## config.mk

```make
export PLATFORM = sky130hd
export DESIGN_NAME = marie_core
export DESIGN_NICKNAME = d
export VERILOG_FILES = /design/src/rtl/marie_pkg.sv /design/src/rtl/marie_alu.sv /design/src/rtl/marie_core.sv
export SDC_FILE = /design/constraint.sdc
export NUM_CORES = 1
export LEC_CHECK = 0
export BUFFER_PORTS_ARGS = -buffer_cell sky130_fd_sc_hd__buf_2
export CORE_AREA = 4 4 119 121
export CTS_BUF_LIST = sky130_fd_sc_hd__clkbuf_2
export DETAILED_ROUTE_END_ITERATION = 7
export DIE_AREA = 0 0 123 125
export HOLD_SLACK_MARGIN = 0.02
export PLACE_DENSITY_LB_ADDON = 0.25
export SLEW_MARGIN = 30
export SYNTH_ARGS = -nofsm -noshare
export SYNTH_HDL_FRONTEND = slang
export SYNTH_HIERARCHICAL = 1
export SYNTH_SLANG_ARGS = --single-unit
```

## constraint.sdc

```tcl
create_clock -name clk -period 11.7 [get_ports clk]
set_input_delay 3.51 -clock clk [delete_from_list [all_inputs] [get_ports clk]]
set_output_delay 3.51 -clock clk [all_outputs]
set_load 0.01 [all_outputs]
```

## src/rtl/marie_pkg.sv

```systemverilog
// marie_pkg: shared opcode/state types, Skipcond codes and ALU select
// for the marie_core accumulator CPU.
package marie_pkg;

  typedef enum logic [3:0] {
    OP_JNS    = 4'h0,
    OP_LOAD   = 4'h1,
    OP_STORE  = 4'h2,
    OP_ADD    = 4'h3,
    OP_SUBT   = 4'h4,
    OP_INPUT  = 4'h5,
    OP_OUTPUT = 4'h6,
    OP_HALT   = 4'h7,
    OP_SKIP   = 4'h8,
    OP_JUMP   = 4'h9,
    OP_CLEAR  = 4'hA,
    OP_ADDI   = 4'hB,
    OP_JUMPI  = 4'hC,
    OP_LOADI  = 4'hD,
    OP_STOREI = 4'hE,
    OP_NOP    = 4'hF
  } opcode_t;

  typedef enum logic [3:0] {
    S_FETCH,
    S_FCAP,
    S_DECODE,
    S_RD_REQ,
    S_RD_CAP,
    S_EXEC,
    S_WR,
    S_IN,
    S_OUT,
    S_HALT
  } state_t;

  typedef enum logic [1:0] {
    ALU_PASS,
    ALU_ADD,
    ALU_SUB
  } alu_op_t;

  localparam logic [1:0] SKIP_LT    = 2'b00;
  localparam logic [1:0] SKIP_EQ    = 2'b01;
  localparam logic [1:0] SKIP_GT    = 2'b10;
  localparam logic [1:0] SKIP_NEVER = 2'b11;

  function automatic alu_op_t alu_sel(input opcode_t op);
    case (op)
      OP_ADD, OP_ADDI: return ALU_ADD;
      OP_SUBT:         return ALU_SUB;
      default:         return ALU_PASS;
    endcase
  endfunction

endpackage

```

## src/rtl/marie_alu.sv

```systemverilog
// marie_alu: combinational pass/add/sub datapath for the accumulator.
// Results wrap modulo 2^WIDTH.
module marie_alu
  import marie_pkg::*;
#(
  parameter int WIDTH = 16
) (
  input  logic [WIDTH-1:0] a,
  input  logic [WIDTH-1:0] b,
  input  alu_op_t          op,
  output logic [WIDTH-1:0] y
);

  always_comb begin
    y = b;
    case (op)
      ALU_ADD: y = a + b;
      ALU_SUB: y = a - b;
      default: y = b;
    endcase
  end

endmodule

```

## src/rtl/marie_core.sv

```systemverilog
// marie_core: multi-cycle MARIE accumulator CPU on a 1-cycle-latency RAM.
// Define MARIE_INDIRECT_EN to build JnS/AddI/JumpI/LoadI/StoreI.
module marie_core
  import marie_pkg::*;
#(
  parameter int DATA_WIDTH = 16,
  parameter int ADDR_WIDTH = 12,
  parameter logic [ADDR_WIDTH-1:0] RESET_PC = 'h100
) (
  input  logic                  clk,
  input  logic                  rst,
  output logic [ADDR_WIDTH-1:0] mem_addr,
  output logic                  mem_re,
  output logic                  mem_we,
  output logic [DATA_WIDTH-1:0] mem_wdata,
  input  logic [DATA_WIDTH-1:0] mem_rdata,
  input  logic [DATA_WIDTH-1:0] in_data,
  input  logic                  in_valid,
  output logic                  in_ready,
  output logic [DATA_WIDTH-1:0] out_data,
  output logic                  out_valid,
  input  logic                  out_ready,
  output logic                  halted,
  output logic                  retire,
  output logic [ADDR_WIDTH-1:0] pc,
  output logic [DATA_WIDTH-1:0] ac
);

  localparam logic [ADDR_WIDTH-1:0] PC_ONE = ADDR_WIDTH'(1);
  localparam int PAD = DATA_WIDTH - ADDR_WIDTH;

  state_t                state_q, state_d;
  logic [ADDR_WIDTH-1:0] pc_q, pc_d, addr_q, addr_d;
  logic [DATA_WIDTH-1:0] ir_q, ir_d, mbr_q, mbr_d;
  logic [DATA_WIDTH-1:0] ac_q, ac_d, wdata_q, wdata_d;
  logic [DATA_WIDTH-1:0] out_q, alu_y;
  logic                  re, we, ret;
  opcode_t               op;
  logic [ADDR_WIDTH-1:0] x;
  logic [1:0]            cond;
  logic                  skip;
`ifdef MARIE_INDIRECT_EN
  logic                  ind_q, ind_d;
`endif

  assign op   = opcode_t'(ir_q[DATA_WIDTH-1 -: 4]);
  assign x    = ir_q[ADDR_WIDTH-1:0];
  assign cond = ir_q[ADDR_WIDTH-1 -: 2];

  always_comb begin
    skip = 1'b0;
    case (cond)
      SKIP_LT: skip = ac_q[DATA_WIDTH-1];
      SKIP_EQ: skip = (ac_q == '0);
      SKIP_GT: skip = !ac_q[DATA_WIDTH-1] && (ac_q != '0);
      default: skip = 1'b0;
    endcase
  end

  marie_alu #(
    .WIDTH(DATA_WIDTH)
  ) u_alu (
    .a (ac_q),
    .b (mbr_q),
    .op(alu_sel(op)),
    .y (alu_y)
  );

  always_comb begin
    state_d = state_q;
    pc_d    = pc_q;
    ir_d    = ir_q;
    mbr_d   = mbr_q;
    ac_d    = ac_q;
    addr_d  = addr_q;
    wdata_d = wdata_q;
    re      = 1'b0;
    we      = 1'b0;
    ret     = 1'b0;
`ifdef MARIE_INDIRECT_EN
    ind_d   = ind_q;
`endif
    case (state_q)
      S_FETCH: begin
        addr_d  = pc_q;
        re      = 1'b1;
        state_d = S_FCAP;
      end
      S_FCAP: begin
        ir_d    = mem_rdata;
        pc_d    = pc_q + PC_ONE;
        state_d = S_DECODE;
      end
      S_DECODE: begin
        state_d = S_FETCH;
`ifdef MARIE_INDIRECT_EN
        ind_d   = 1'b0;
`endif
        case (op)
          OP_LOAD, OP_ADD, OP_SUBT: state_d = S_RD_REQ;
          OP_STORE:  state_d = S_WR;
          OP_INPUT:  state_d = S_IN;
          OP_OUTPUT: state_d = S_OUT;
          OP_HALT:   state_d = S_HALT;
          OP_SKIP: begin
            ret = 1'b1;
            if (skip) pc_d = pc_q + PC_ONE;
          end
          OP_JUMP: begin
            ret  = 1'b1;
            pc_d = x;
          end
          OP_CLEAR: begin
            ret  = 1'b1;
            ac_d = '0;
          end
`ifdef MARIE_INDIRECT_EN
          OP_JNS: state_d = S_WR;
          OP_ADDI, OP_JUMPI,
          OP_LOADI, OP_STOREI: state_d = S_RD_REQ;
`endif
          default: ret = 1'b1;
        endcase
      end
      S_RD_REQ: begin
        addr_d  = x;
`ifdef MARIE_INDIRECT_EN
        if (ind_q) addr_d = mbr_q[ADDR_WIDTH-1:0];
`endif
        re      = 1'b1;
        state_d = S_RD_CAP;
      end
      S_RD_CAP: begin
        mbr_d   = mem_rdata;
        state_d = S_EXEC;
`ifdef MARIE_INDIRECT_EN
        // first pass of an indirect op fetched the pointer
        if (op == OP_JUMPI) begin
          pc_d    = mem_rdata[ADDR_WIDTH-1:0];
          ret     = 1'b1;
          state_d = S_FETCH;
        end else if (op == OP_STOREI) begin
          state_d = S_WR;
        end else if (!ind_q && (op == OP_ADDI || op == OP_LOADI)) begin
          ind_d   = 1'b1;
          state_d = S_RD_REQ;
        end
`endif
      end
      S_EXEC: begin
        ac_d    = alu_y;
        ret     = 1'b1;
        state_d = S_FETCH;
      end
      S_WR: begin
        addr_d  = x;
        wdata_d = ac_q;
`ifdef MARIE_INDIRECT_EN
        if (op == OP_STOREI) addr_d = mbr_q[ADDR_WIDTH-1:0];
        if (op == OP_JNS) begin
          wdata_d = {{PAD{1'b0}}, pc_q};
          pc_d    = x + PC_ONE;
        end
`endif
        we      = 1'b1;
        ret     = 1'b1;
        state_d = S_FETCH;
      end
      S_IN: begin
        if (in_valid) begin
          ac_d    = in_data;
          ret     = 1'b1;
          state_d = S_FETCH;
        end
      end
      S_OUT: begin
        if (out_ready) begin
          ret     = 1'b1;
          state_d = S_FETCH;
        end
      end
      S_HALT: state_d = S_HALT;
      default: state_d = S_FETCH;
    endcase
  end

  always_ff @(posedge clk or posedge rst) begin
    if (rst) begin
      state_q <= S_FETCH;
      pc_q    <= RESET_PC;
      ir_q    <= '0;
      mbr_q   <= '0;
      ac_q    <= '0;
      addr_q  <= RESET_PC;
      wdata_q <= '0;
      out_q   <= '0;
    end else begin
      state_q <= state_d;
      pc_q    <= pc_d;
      ir_q    <= ir_d;
      mbr_q   <= mbr_d;
      ac_q    <= ac_d;
      addr_q  <= addr_d;
      wdata_q <= wdata_d;
      out_q   <= out_data;
    end
  end

`ifdef MARIE_INDIRECT_EN
  always_ff @(posedge clk or posedge rst) begin
    if (rst) ind_q <= 1'b0;
    else     ind_q <= ind_d;
  end
`endif

  // reset parks the FSM in FETCH, so the read strobe is masked by rst
  assign mem_addr  = addr_d;
  assign mem_re    = re && !rst;
  assign mem_we    = we;
  assign mem_wdata = wdata_d;
  assign in_ready  = (state_q == S_IN);
  assign out_valid = (state_q == S_OUT);
  assign out_data  = (state_q == S_OUT) ? ac_q : out_q;
  assign halted    = (state_q == S_HALT);
  assign retire    = ret;
  assign pc        = pc_q;
  assign ac        = ac_q;

endmodule
```

==> results of run 1 <==
worst max-delay path, cell delays in order:
cell and delay [ps]:
buf_2 130, o21ai_0 160, nand3_1 90, buf_2 150
cells in the mapped netlist, types with 3 or more instances:
cell and count:
dfrtp_1 106, o21ai_0 24, xor2_1 8, a31oi_1 4, a2bb2oi_1 7, nor3b_1 3
buf_2 19, nor2_1 44, nand3_1 9, nor3_2 3, nand4_1 5, ha_1 18
nor3_1 7, mux2_2 63, mux2i_1 4, a222oi_1 12, a22oi_1 19, nand2_1 34
nor4_1 5, nor4_2 3, nor2b_1 4, xnor2_1 21, nand2b_1 6, a21oi_1 49
o21ai_1 13, clkbuf_1 10, a21o_1 9, o21bai_1 4, inv_1 31
cell type report:
cell class,instances,area (sq um)
Fill cell,1149,6080
Clock inverter,5,62.6
Inverter,31,119
Timing Repair Buffer,118,607
Sequential cell,108,2710
Clock buffer,11,55.1
Tap cell,176,220
Multi-Input combinational cell,430,3240
routing by layer:
| metal | global-route usage | wire length, microns | part of all wire | vias to the layer above |
|---|---|---|---|---|
| met2 | 0.319 | 7050 | 0.47 | 166 |
| met5 | 0 | 0 | 0 | - |
| met1 | 0.266 | 6950 | 0.46 | 2399 |
| met4 | 0.0521 | 252 | 0.017 | 0 |
| li1 | - | - | - | 2403 |
| met3 | 0.0506 | 808 | 0.054 | 23 |
power groups by stage:
stage	logic [mW]	clock network, mW	registers [mW]
floorplan	1.10	0	0.703
global placement	1.36	0	0.762
detailed placement	1.41	0	0.779
CTS	1.42	0.185	0.770
global route	1.56	0.202	0.802
finish	1.42	0.175	0.770
flip-flops by register name, summed over array words and instances, names as in the netlist:
register and cells:
state_q 4, ac 16, mbr_q 16, out_q 16, addr_q 12, wdata_q 16, ir_q 16, pc 12
worst min path at each step:
stage | from | endpoint | slack, ps | cells past startpoint
2_1_floorplan | ir_q[4] | ir_q[4] | 500 | 1
3_3_place_gp | addr_q[11] | addr_q[11] | 460 | 2
3_5_place_dp | addr_q[11] | addr_q[11] | 460 | 2
4_1_cts | addr_q[11] | addr_q[11] | 520 | 2
5_1_grt | wdata_q[10] | wdata_q[10] | 540 | 1
6_report | addr_q[11] | addr_q[11] | 520 | 2
cell families after synthesis:
group,Yosys count
AOI/OAI and AO/OA,167
and+or+nand+nor,146
DFF,108
muxes,69
buffers and inverters,64
xor gates and xnor gates,29
adders and majority gates,19
through the flow:
stage	hold slack [ps]	instance area, sq um	instances
4_1_cts	524	7000	879
3_3_place_gp	457	6870	863
6_report	517	7010	879
5_1_grt	543	7010	879
3_5_place_dp	465	6880	863
2_1_floorplan	499	6200	602
==> flow_summary.toml, run 1 <==
[synth]
yosys-top-cells-area = "dfrtp_1, mux2_2, a21oi_1"
synthAdderAreaFrac = 0.0395
synth_compound_area_frac = 0.180
yosys.area_share.simple = 0.133
ys_seq_area_frac = 0.436
avgSynthCellArea_sq_um = 10.3
yosysTopAreaCellShare = 0.428
synth_area_sq_mm = 0.00620
synth_edf_count = 0
synthCells = 602
synth-seq-cells = 108
yosysWarnings = 6
synth_top_area_cell = "dfrtp_1"
async_flop_share = 1.00
synthFlopType = "dfrtp_1"
synth.distinct_cells = 72
synth_top_family_by_area = "compound AO/OA/AOI/OAI gates"
syn_nets = 657
synth.mux.area_fraction = 0.124
synth-xor-area-share = 0.0409

[pwr]
power.net_switching_mw = 1.11
power_frac_clock = 0.074
p_leak_nw = 3.24
ir_drop_mv = 0.108
pwr-share-comb = 0.600
p_sw_frac = 0.468
sequentialPowerShare = 0.326
p_int_mw = 1.26
power_mw = 2.36
power_density_mw_per_mm2 = 337

[grt]
overflow = 0
grt_max_degree = 76
grtUsageTotal = 0.198
grt_pass1_vias = 4980
antenna_found_initial = 0
grt_pass1_wl_mm = 24.7

[sta]
finalMaxSlewViolations = 0
finalSetupViolCount = 0
fin_worst_skew_ps = 41.7
postLayoutSetupSlackWorst_ps = 4160
grt_setup_unrepaired = "false"
tns_ps = 0
timing.fmax_mhz = 133
max_slew_margin = 0.371
fin_crit_ps = 7540
fin_crit_sh = 0.645
worst_pin_slew_ps = 943
finalHoldViolCount = 0

[floorplanning]
die_h_microns = 125
ioPinCount = 114
num_rows = 42
dieArea_sq_mm = 0.0154
die_w_microns = 123
initial_core_util = 0.474
coreArea_sq_mm = 0.0131

[layout]
final_common_cell = "buf_2"
fin_nets = 753
post-route-util = 0.536
drive_gt1_frac = 0.316
diodes = 0
layout_common_cells = "buf_2, dfrtp_1, mux2_2, a21oi_1, nor2_1"
syn2layout_area_growth_pct = 12.9

[clock_network]
cts_tree = "built"
clk_pin_slew_ps = 280
cts_buffer_depth = 2
root_buffer = "clkbuf_2"
cts_buffers = 9
postCtsHoldBufs = 0
postCtsSetupBuffers = 0
htree_num_levels = 3
clock_sinks = 108
clk_latency_ps = 610
cts_resized = 0

[critical_path]
endpoint = "retire"
ff2ff_setup_slack_ps = 7660
startpoint_type = "primary input"
critPathRequiredTime_ps = 8190
worstRegToRegCells = 13
critPathLaunch = "in_valid"
reg2reg_from = "ir_q[14]"
critPathCaptureType = "output port"
path_class = "primary input to output port"
r2r_end = "ac[13]"
worstPathArrival_ps = 4030
path_max_fanout = 5

[placement]
portBuffers = 113
hpwl_mm = 11.1
gp_congestion = 0.836
dpl_worst_slack_ps = 4150

[routing]
drt-pass1-iter-count = 5
route.detailed.drc = 0
vias = 4991
ant_nets = 0
drt_iter0_markers = 254
wl_per_cell_microns = 17.1
detail_route.vias_per_cell = 5.68
routed_wl_mm = 15.1

[status]
outcome = "finished, final reports clean"

[min_path]
hold_class = "flip-flop to flip-flop"

[flow_run]
drv_cap = 0
(Power assumes the default switching activity.)
==> inputs of run 2 (changes only) <==
clock period = 6.9 ns   (was 11.7 ns; I/O delays follow)
==> flow_summary.toml, run 2 (synthesis results as in run 1) <==
[status]
outcome = "finished with violations"
violations = "DRC"

[layout]
drive_gt1_frac = 0.317
post-route-util = 0.540
final_common_cell = "buf_2"
layout_common_cells = "buf_2, dfrtp_1, mux2_2, a21oi_1, nor2_1"
final_area_sq_mm = 0.00707
final_cells = 881
syn2layout_area_growth_pct = 13.9
fin_nets = 754

[sta]
finalSetupViolCount = 0
fin_crit_ps = 5230
fin_crit_sh = 0.759
max_slew_margin = 0.321
tns_ps = 0
grt_setup_unrepaired = "false"
fin_worst_skew_ps = 35.0
timing.fmax_mhz = 191
finalHoldViolCount = 0
worst_pin_slew_ps = 1020
postLayoutSetupSlackWorst_ps = 1670
whs_ps = 513
finalMaxSlewViolations = 0

[placement]
gp_congestion = 0.841
hpwl_mm = 11.2
dpl_worst_slack_ps = 2230
dpl_cell_area_sq_mm = 0.00688
portBuffers = 113
post-place-cells = 863

[critical_path]
crit_chain = "nand2b_1, nor2_2, mux2_2, buf_2"
ff2ff_setup_slack_ps = 2900
crit_family = "simple AND/OR/NAND/NOR gates"
worstPathArrival_ps = 3160
path_max_fanout = 17
slowest_delay_ps = 840
slowest_stage = "nor2_2"
critPathCaptureType = "output port"
critPathRequiredTime_ps = 4830
path_buf_inv = 1
startpoint_type = "flip-flop"
path_class = "flip-flop to output port"

[routing]
routed_wl_mm = 15.1
vias = 5015
detail_route.vias_per_cell = 5.69
drt-pass1-iter-count = 8
wl_per_cell_microns = 17.1
drt_iter0_markers = 318
route.detailed.drc = 2
ant_nets = 0

[floorplanning]
dieArea_sq_mm = 0.0154
ioPinCount = 114
initial_core_util = 0.474
coreArea_sq_mm = 0.0131
num_rows = 42
die_w_microns = 123
die_h_microns = 125

[grt]
overflow = 0
grt_max_degree = 76
grt_pass1_vias = 4892
antenna_found_initial = 1
grtUsageTotal = 0.199
grt_pass1_wl_mm = 24.7

[clock_network]
htree_num_levels = 3
postCtsHoldBufs = 0
root_buffer = "clkbuf_2"
postCtsSetupBuffers = 0
cts_buffers = 9
cts_buffer_depth = 2
clk_latency_ps = 620
cts_tree = "built"
clk_pin_slew_ps = 270
cts_resized = 0
clock_sinks = 108

[pwr]
p_leak_nw = 3.28
ir_drop_mv = 0.233
power_density_mw_per_mm2 = 578
power_mw = 4.08

[min_path]
hold_class = "flip-flop to flip-flop"

[flow_run]
drv_cap = 0
-- run 2: cell count changes in the layout (fill, tap and decap cells not counted), sizes merged --
cell | before | now
clkinv | 1 | 2
diode | 0 | 1
inv | 32 | 33
bufinv | 1 | 3
clkinvlp | 2 | 0
buf | 118 | 119
clkbuf | 11 | 9
-- run 2: final cells by class --
cell class	count	area, sq um
clock inverter	7	121
tap	176	220
fill	1167	6020
inverter	31	119
multi-input combinational	430	3230
sequential	108	2710
antenna	1	2.50
timing repair buffer	119	618
clock buffer	9	45.0
-- run 2: metal layers --
layer	routed length [microns]	share of wire	vias up	global-route usage
met5	0	0	-	0
met4	113	0.0075	0	0.0404
met3	821	0.054	10	0.0456
met2	7290	0.48	164	0.329
met1	6850	0.45	2429	0.268
li1	-	-	2412	-
-- run 2: power breakdown --
group	internal (mW)	switching, mW
combinational	1.12	1.29
sequential	0.931	0.376
clock	0.159	0.212
total	2.21	1.88
-- run 2: tightest hold or removal path, delay by kind of cell (launching register included) --
| family | cells | cell delay (ps) |
|---|---|---|
| buffers and inverters | 1 | 70 |
| AO/OA/AOI/OAI | 1 | 50 |
| flip-flops | 1 | 390 |
-- run 2: worst paths after layout --
| kind | from | to | cells past startpoint |
|---|---|---|---|
| setup / recovery | state_q[2] | mem_wdata[0] | 4 |
| hold / removal | addr_q[11] | addr_q[11] | 2 |
| setup reg to reg | ir_q[14] | ac[13] | 13 |
| hold reg to reg | addr_q[11] | addr_q[11] | 2 |
| max in group asynchronous | rst | wdata_q[3] | 3 |
| min in group asynchronous | rst | pc[4] | 2 |
==> inputs of run 3 (changes only) <==
clock period = 5.16 ns   (was 6.9 ns; I/O delays follow)
==> flow_summary.toml, run 3 (synthesis results as in run 1) <==
[pwr]
ir_drop_mv = 0.298
pwr-share-comb = 0.601
p_sw_frac = 0.469
p_int_mw = 2.86
sequentialPowerShare = 0.323
power.net_switching_mw = 2.52
p_leak_nw = 3.24
power_frac_clock = 0.075
power_density_mw_per_mm2 = 768

[clock_network]
cts_resized = 0
htree_num_levels = 3
postCtsSetupBuffers = 0
cts_buffer_depth = 2
cts_buffers = 9
clk_latency_ps = 640
root_buffer = "clkbuf_2"
clock_sinks = 108
postCtsHoldBufs = 0
clk_pin_slew_ps = 290
cts_tree = "built"

[grt]
use_met3 = 0.0515
grtUsageTotal = 0.202
overflow = 0
busiest_layer = "met2"
grtUsageMet1 = 0.268
met2_usage = 0.333
grt_pass1_vias = 4911
grt_pass1_wl_mm = 25.2
grt_max_degree = 83
antenna_found_initial = 0

[placement]
gp_congestion = 0.920
dpl_cell_area_sq_mm = 0.00688
hpwl_mm = 11.3
portBuffers = 113

[floorplanning]
initial_core_util = 0.474
ioPinCount = 114
dieArea_sq_mm = 0.0154
num_rows = 42
coreArea_sq_mm = 0.0131
die_w_microns = 123
die_h_microns = 125

[critical_path]
reg2reg_from = "ir_q[14]"
critPathRequiredTime_ps = 3610
path_class = "flip-flop to output port"
worstPathArrival_ps = 3180
startpoint_type = "flip-flop"
worstRegToRegCells = 13
r2r_end = "ac[13]"
critPathCaptureType = "output port"
path_max_fanout = 17
ff2ff_setup_slack_ps = 1420

[status]
outcome = "finished, final reports clean"

[sta]
grt_setup_unrepaired = "false"
whs_ps = 521
fin_crit_ps = 4730
fin_crit_sh = 0.917
tns_ps = 0
fin_worst_skew_ps = 41.5
worst_pin_slew_ps = 999
finalMaxSlewViolations = 0
timing.fmax_mhz = 211
max_slew_margin = 0.332
finalHoldViolCount = 0
finalSetupViolCount = 0

[layout]
post-route-util = 0.535
final_common_cell = "buf_2"
syn2layout_area_growth_pct = 12.9
fillCellCount = 1172
layout_common_cells = "buf_2, dfrtp_1, mux2_2, a21oi_1, nor2_1"
fin_nets = 753
drive_gt1_frac = 0.317
final_area_sq_mm = 0.00701
diodes = 0

[routing]
route.detailed.drc = 0
drt_iter0_markers = 354
drt-pass1-iter-count = 7
wl_per_cell_microns = 17.3
ant_nets = 0
vias = 5029
detail_route.vias_per_cell = 5.72
routed_wl_mm = 15.2

[flow_run]
drv_cap = 0

[min_path]
holdPathStages = 1
min_from = "out_q[11]"
hold_end = "out_q[11]"
hold_class = "flip-flop to flip-flop"
## run 3: worst max-delay path, cell delays in order, from the launching register on
cell and delay, ps:
dfrtp_1 810, nand2b_1 330, nor2_2 820, mux2_2 430
buf_2 140
## run 3: metal layers
| metal | part of all wire | wire length, microns |
|---|---|---|
| met5 | 0 | 0 |
| met2 | 0.48 | 7250 |
| met1 | 0.45 | 6820 |
| met3 | 0.063 | 955 |
| met4 | 0.011 | 161 |
## run 3: worst max-delay path by stage
| stage | start | to | depth (start not counted) |
|---|---|---|---|
| global placement | state_q[2] | mem_wdata[0] | 4 |
| finish | state_q[2] | mem_wdata[6] | 4 |
| floorplan | rst | ac[0] | 1 |
| CTS | state_q[2] | mem_wdata[10] | 4 |
| detailed placement | state_q[2] | mem_wdata[2] | 4 |
| global route | state_q[2] | mem_wdata[6] | 4 |
## run 3: power by group through the flow
| stage | Combinational (mW) | Clock, mW | Sequential, mW |
|---|---|---|---|
| 2_1_floorplan | 2.50 | 0 | 1.60 |
| 3_3_place_gp | 3.13 | 0 | 1.73 |
| 3_5_place_dp | 3.22 | 0 | 1.76 |
| 4_1_cts | 3.24 | 0.424 | 1.74 |
| 5_1_grt | 3.59 | 0.462 | 1.81 |
| 6_report | 3.24 | 0.404 | 1.74 |
## run 3: per-stage QoR
step | std cells | total power [mW] | setup slack (ps)
detailed placement | 863 | 4.98 | 1140
floorplan | 602 | 4.09 | 770
global placement | 863 | 4.86 | 1330
CTS | 879 | 5.40 | 340
finish | 879 | 5.38 | 431
global route | 879 | 5.87 | 197
## run 3: cell type report
class / count / area [sq um] / share of cell area
clock buffers: 10 / 50.0 / 0.00714
clock inverters: 6 / 68.8 / 0.00982
inverters: 31 / 121 / 0.0173
multi-input cells: 430 / 3240 / 0.462
flip-flops and latches: 108 / 2710 / 0.386
well taps: 176 / 220 / 0.0314
repair buffers: 118 / 603 / 0.0861
